**config.mk**
```make
export PLATFORM = sky130hd
export DESIGN_NAME = stage_accum
export DESIGN_NICKNAME = d
export VERILOG_FILES = /design/src/rtl/stage_accum.sv
export SDC_FILE = /design/constraint.sdc
export NUM_CORES = 1
export LEC_CHECK = 0
export CAP_MARGIN = 20
export CORE_MARGIN = 2
export CORE_UTILIZATION = 30
export CTS_CLUSTER_SIZE = 28
export DETAILED_ROUTE_END_ITERATION = 16
export HOLD_SLACK_MARGIN = 0.15
export PLACE_DENSITY = 0.46
export SYNTH_ARGS = -nofsm -noshare
export SYNTH_HDL_FRONTEND = slang
export SYNTH_SLANG_ARGS = --single-unit
```
**constraint.sdc**
```tcl
create_clock -name clk -period 7.64 [get_ports clk]
set_clock_uncertainty 0.05 [all_clocks]
set_input_delay 1.146 -clock clk [delete_from_list [all_inputs] [get_ports clk]]
set_output_delay 1.146 -clock clk [all_outputs]
set_load 0.01 [all_outputs]
```
**src/rtl/stage_accum.sv**
```systemverilog
// stage_accum: sums signed leaf values per cascade stage, checks each stage sum
// against its threshold and emits one pass/reject verdict per detection window.
module stage_accum #(
    parameter int W_LEAF            = 14,
    parameter int W_ACC             = 20,
    parameter int W_STAGE_THRESHOLD = 12,
    parameter int STAGE_NUM         = 25,
    localparam int W_STAGE          = $clog2(STAGE_NUM)
) (
    input  logic                         clk,
    input  logic                         rst,
    input  logic                         din_valid,
    output logic                         din_ready,
    input  logic [W_LEAF-1:0]            din_data,
    input  logic                         din_eot,
    output logic [W_STAGE-1:0]           stage_addr,
    input  logic [W_STAGE_THRESHOLD-1:0] stage_threshold,
    output logic                         result_valid,
    input  logic                         result_ready,
    output logic                         result_pass,
    output logic [W_STAGE-1:0]           result_stage
);
    localparam logic [W_STAGE-1:0] LAST = W_STAGE'(STAGE_NUM - 1);
    typedef enum logic [1:0] {ACCUM, DISCARD, RESULT} state_t;
    state_t state;
    logic signed [W_ACC-1:0] acc, sum, thr;
    logic signed [W_ACC:0] sum_w;
    logic [W_STAGE-1:0] stage_cnt;
    logic beat, last, pass_stage;
    // one guard bit detects overflow; clamp toward the sign of the true result
    assign sum_w = (W_ACC+1)'(acc) + (W_ACC+1)'($signed(din_data));
    assign sum = (sum_w[W_ACC] != sum_w[W_ACC-1]) ?
                 {sum_w[W_ACC], {(W_ACC-1){~sum_w[W_ACC]}}} : sum_w[W_ACC-1:0];
    assign thr = W_ACC'($signed(stage_threshold));
    assign pass_stage = sum >= thr;
    assign last = stage_cnt == LAST;
    assign din_ready = rst & (state != RESULT);
    assign beat = din_valid & din_ready;
    assign stage_addr = stage_cnt;
    assign result_valid = state == RESULT;
    always_ff @(posedge clk or negedge rst) begin
        if (!rst) begin
            state        <= ACCUM;
            acc          <= '0;
            stage_cnt    <= '0;
            result_pass  <= 1'b0;
            result_stage <= '0;
        end else begin
            case (state)
                ACCUM: if (beat) begin
                    if (!din_eot) acc <= sum;
                    else if (pass_stage) begin
                        if (last) begin
                            result_pass  <= 1'b1;
                            result_stage <= LAST;
                            state        <= RESULT;
                        end else begin
                            acc       <= '0;
                            stage_cnt <= stage_cnt + 1'b1;
                        end
                    end else begin
                        result_pass  <= 1'b0;
                        result_stage <= stage_cnt;
                        acc          <= '0;
                        if (last) state <= RESULT;
                        else begin
                            stage_cnt <= stage_cnt + 1'b1;
                            state     <= DISCARD;
                        end
                    end
                end
                DISCARD: if (beat && din_eot) begin
                    if (last) state <= RESULT;
                    else stage_cnt <= stage_cnt + 1'b1;
                end
                RESULT: if (result_ready) begin
                    acc       <= '0;
                    stage_cnt <= '0;
                    state     <= ACCUM;
                end
                default: state <= ACCUM;
            endcase
        end
    end
endmodule

```
; ---- After elaboration in Yosys (flattened, before gate mapping)
; Index checks and enable logic that the tools add are counted.
[classes]
add_sub_neg = 2
n_mul = 0
div_mod_pow = 0
n_lt_le_gt_ge = 1
eq_ne = 11
shift = 0
mux = 25
bitwise = 3
reduce_logical = 8
[op_table]
columns = operator, n
row1 = 2-to-1 mux 20 bit, 6
row2 = one-hot mux 20 bit (2 select lines), 1
row3 = 2-to-1 mux 5 bit, 7
row4 = adder 20 x 14 -> 21 bit, 1
row5 = greater-or-equal comparator 20 x 12 -> 1 bit, 1
row6 = one-hot mux 5 bit (3 select lines), 1
row7 = 2-to-1 mux 2 bit, 7
row8 = AND reduction 4 bit, 3
row9 = "inequality test 2 bit, second input constant", 5
row10 = one-hot mux 2 bit (3 select lines), 1
row11 = "adder 5 x 1 -> 5 bit, second input constant", 1
row12 = "equality test 5 bit, second input constant", 1
row13 = AND reduction 5 bit, 1
row14 = "inequality test 4 bit, second input constant", 1
row15 = nonzero test 3 bit, 1
row16 = bitwise AND 1 bit, 2
row17 = "equality test 2 x 1 -> 1 bit, second input constant", 1
row18 = "equality test 2 bit, second input constant", 1
row19 = zero test 2 bit, 1
row20 = 2-to-1 mux 1 bit, 2
row21 = "inequality test 2 x 1 -> 1 bit, second input constant", 1
row22 = nonzero test 2 bit, 1
row23 = logical AND 1 bit, 1
row24 = inequality test 1 bit, 1
row25 = inverter 1 bit, 1
[totals]
regBits = 33
latchBits = 0
ram_bits = 0
mem_bits_ro = 0
input_bits = 31
output_inout_bits = 13
wordCells = 55
memories = 0

; ---- Depth between registers and ports, before layout
[logic_depth]
ltp_word = 8
ltp_mapped = 20
ltp_nobuf = 18

; ---- Least setup slack after synthesis
; Ideal clock, no wire load.
[synth_timing]
path_type = input-to-reg
start = in din_data[13]
end = reg acc[19]
setup_ps = 127
arrival_time_ps = 4840
required_time_ps = 7463
slack_ps = 2622
path_stages = 19
path_buffers = 4
path_cell_list = ha_1 buf_2 nand4_1 nor3_2 a22oi_2 a21oi_4 mux2i_1 buf_2 buf_2 o21ai_0 ha_1 nand4_2 nor4_1 a21boi_2 o31ai_1 nor3b_4 o31ai_2 buf_6 mux2_1
[synth_via]
elab_chain_len = 8
word_cells_on_any_way = 11
classes_between = add/sub: 1 / order compare: 1 / eq/ne: 2 / mux: 5 / bitwise: 1 / reduce/logical: 1
[synth_rtl]
columns = element, line_no
row1 = "start, declared", 14  ; input logic [W_LEAF-1:0] din_data,
row2 = adder 20 x 14 -> 21 bit (*), 31  ; assign sum_w = (W_ACC+1)'(acc) + (W_ACC+1)'($signed(din_data));
row3 = inequality test 1 bit or inverter 1 bit (tied branches), "32, 33"
row4 = 2-to-1 mux 20 bit (*), 32  ; assign sum = (sum_w[W_ACC] != sum_w[W_ACC-1]) ?
row5 = greater-or-equal comparator 20 x 12 -> 1 bit, 35  ; assign pass_stage = sum >= thr;
row6 = 2-to-1 mux 20 bit, 52  ; else if (pass_stage) begin
row7 = 2-to-1 mux 20 bit, 51  ; if (!din_eot) acc <= sum;
row8 = 2-to-1 mux 20 bit, 50  ; ACCUM: if (beat) begin
row9 = one-hot mux 20 bit (2 select lines), 49  ; case (state)
row10 = "end signal, assigned", 51
row11 = "end, declared", 26  ; logic signed [W_ACC-1:0] acc, sum, thr;
; Every way passes the cells marked *; elsewhere a longest branch is shown, timed or not. The select of a mux whose other input is x is not followed.
; A chain may end at the register's enable or synchronous reset.

; ---- Final worst setup path
; Ends and elaborated chain as after synthesis.

==> impl_metrics.py <==
metrics = {
    "setup_path": {
        "slowest_delay_ns": 0.61,
        "path_cells": "clkdlybuf4s50_1 > ha_1 > a21oi_1 > o21ai_0 > a21oi_1 > a21oi_4 > mux2i_4 > a21oi_1 > nand2b_1 > ha_1 > a21o_1 > a21oi_1 > o221ai_1 > nor4_1 > nor3b_4 > o31ai_2 > buf_4 > mux2_1",
        "critical_path.max_fanout": 18,
        "crit_arrival_ns": 6.16,
        "required_ns": 7.77,
        "crit_family": "compound AO/OA/AOI/OAI gates",
        "critPathMostFrequentCell": "a21oi_1",
        "r2r-start": "acc[3]$_DFFE_PN0P_",
        "cp-end-kind": "flop",
        "cp-startpoint": "din_data[13]",
        "slowest_stage": "mux2i_4",
        "criticalPathCategory": "in -> reg",
        "startpoint_type": "input pin",
        "worstPathBufferInverterCount": 2,
    },
    "finish": {
        "drive_above_1_share_pct": 8.506,
        "fill_cells": 1138,
        "fin_nets": 508,
        "stdcell_count": 575,
        "final_util_pct": 37.00,
        "antenna_cells": 0,
        "postLayoutCellArea_um2": 4029,
        "area_delta_synth_final_pct": 19.57,
    },
    "yosys": {
        "synth-seq-area-share_pct": 24.51,
        "avgSynthCellArea_um2": 8.466,
        "synth_area_um2": 3369,
        "netlist_instances": 398,
        "synth_edf_count": 0,
        "synthArstFlopShare_pct": 100.0,
        "ys.flop_type": "dfrtp_1",
        "synth_nets": 472,
        "synth_seq_cells": 33,
        "ys_types": 61,
        "synth_warnings": 0,
    },
    "timing": {
        "final_max_slew_viol_count": 0,
        "timing.fmax_mhz": 165.9,
        "timing.final.crit_share_pct": 78.91,
        "slew_headroom_pct": 30.71,
        "hold_viol_final": 0,
        "rsz0062_at_grt": "no",
        "finalSetupViolations": 0,
        "final.min_clock_period_ns": 6.028,
        "tns_ns": 0,
        "whs_ns": 0.4433,
        "worst_slew_pin_slew_ns": 1.036,
    },
    "clocking": {
        "cts_tree": "yes",
        "cts_made_buffers": 5,
        "cts_buffer_depth": 2,
        "post_cts_buffers": 0,
        "clkSlewWorstSetupHoldPaths_ns": 0.08,
        "clk_latency_ns": 0.30,
        "ctsResizeCount": 0,
        "hold_buffers": 0,
        "clock-sinks": 33,
        "ctsRootBufferMaster": "clkbuf_8",
        "htreeDepth": 2,
    },
    "flow_run": {
        "drv_cap": 0,
    },
    "detailed_routing": {
        "antenna_left": 0,
        "wl_per_cell_um": 16.70,
        "drc": 0,
        "drt-total-wl_um": 9600,
        "dr.first_iter.drc_count": 99,
        "dr_total_vias": 3069,
        "via_per_inst": 5.337,
        "firstDrtPassIters": 4,
    },
    "status": {
        "status": "completed",
    },
    "pwr": {
        "p_leak_nw": 1.769,
        "power_density_nw_per_um2": 430.1,
        "irDropWorstVdd_uv": 135.8,
    },
    "die": {
        "coreArea_um2": 10890,
        "io_pins": 44,
        "dieWidth_um": 110.0,
        "dieArea_um2": 12100,
        "initial_core_util_pct": 30.95,
        "placementRows": 38,
        "die_y_um": 110.0,
    },
    "grt": {
        "grt_max_degree": 22,
        "antenna_found_initial": 0,
        "grt_overflow": 0,
        "grt_pass1_vias": 2984,
        "grt.total_usage_pct": 16.42,
        "grt_pass1_wl_um": 15150,
    },
    "placed_design": {
        "dpl_cell_area_um2": 3909,
        "hpwl_um": 7544,
        "gp_congestion": 0.8505,
        "io_buffers": 43,
        "dp_cells": 567,
    },
    "hold_path": {
        "hp-start": "acc[0]$_DFFE_PN0P_",
        "hp-class": "reg -> reg",
    },
}
## placed cells by master (no fill, tap or decap), types with 5 or more instances in the layout
cell type,count
o21a_1,5
o21ai_0,23
clkdlybuf4s50_1,42
nand3_1,9
nor2_1,22
a221o_1,9
clkbuf_8,6
nand4_1,8
o21ai_1,15
xor2_1,9
xnor2_1,12
nor4_1,5
ha_1,42
mux2i_1,6
buf_4,5
nor3_1,6
dfrtp_1,33
nand2_1,32
inv_1,27
a21oi_1,35
nor2b_1,6
a22o_1,8
nand2b_1,7
## report_power, final
| part | internal [mW] | leakage, nW | switching, mW |
|---|---|---|---|
| Sequential | 0.249 | 0.423 | 0.0585 |
| Clock | 0.106 | 0.0574 | 0.0758 |
| Combinational | 0.540 | 1.29 | 0.704 |
| Total | 0.895 | 1.77 | 0.838 |
## per-layer routing
metal	track usage, %	routed length [um]	up-vias
met1	23.04	4919	1463
li1	-	-	1546
met2	25.81	4203	48
met3	2.939	324	12
met4	4.521	153	0
met5	0	0	-
## stage by stage
stage | power (mW) | worst slack (ns)
2_1_floorplan | 1.228 | 2.622
3_3_place_gp | 1.542 | 1.482
3_5_place_dp | 1.544 | 1.321
4_1_cts | 1.743 | 1.616
5_1_grt | 1.912 | 1.158
6_report | 1.733 | 1.612
## synth_stat cells, types with 9 or more instances
| cell | n | area (um2) |
|---|---|---|
| nand2_1 | 32 | 120.1 |
| xor2_1 | 9 | 78.83 |
| inv_1 | 27 | 101.4 |
| dfrtp_1 | 33 | 825.8 |
| buf_2 | 15 | 75.07 |
| a21oi_1 | 35 | 175.2 |
| xnor2_1 | 12 | 105.1 |
| nor2_1 | 22 | 82.58 |
| o21ai_0 | 23 | 115.1 |
| ha_1 | 42 | 525.5 |
| o21ai_1 | 15 | 75.07 |
| nand3_1 | 9 | 45.04 |
| a221o_1 | 9 | 90.09 |
## logic make-up (layout without fill, tap and decap cells)
family                   Yosys count  after routing  synth area share [%]
AO/OA/AOI/OAI                    138            138                 28.07
AND/OR/NAND/NOR                  107            107                 16.38
buffers and inverters             46             83                 5.941
adder cells (fa/ha/maj)           43             43                 16.19
flip-flops                        33             33                 24.51
XOR/XNOR                          21             21                 5.459
multiplexers                      10             10                 3.453
## layout make-up
class                      instances  area, um2  share of cell area [%]
clock buffer                       6      82.58                   2.050
clock inverter                     2      37.54                  0.9317
inverter                          27      101.3                   2.516
multi-input combinational        319       2344                   58.17
sequential                        33      825.8                   20.50
tap                              140      175.2                   4.348
timing repair buffer              48      462.9                   11.49
## flip-flops by register name (all words and copies together) (netlist names)
| register | flops |
|---|---|
| acc | 20 |
| result_pass | 1 |
| state | 2 |
| result_stage | 5 |
| stage_addr | 5 |
## final timing paths
check / end / slack, ns / cells after the start
max in group asynchronous: acc[3]$_DFFE_PN0P_ / 6.15 / 2
worst min-delay path: acc[0]$_DFFE_PN0P_ / 0.44 / 1
worst max register to register: acc[19]$_DFFE_PN0P_ / 2.71 / 17
worst max-delay path: acc[19]$_DFFE_PN0P_ / 1.61 / 18
min in group asynchronous: acc[19]$_DFFE_PN0P_ / 0.76 / 1
worst min register to register: acc[0]$_DFFE_PN0P_ / 0.44 / 1
No activity file was read; power rests on OpenSTA's default activity.
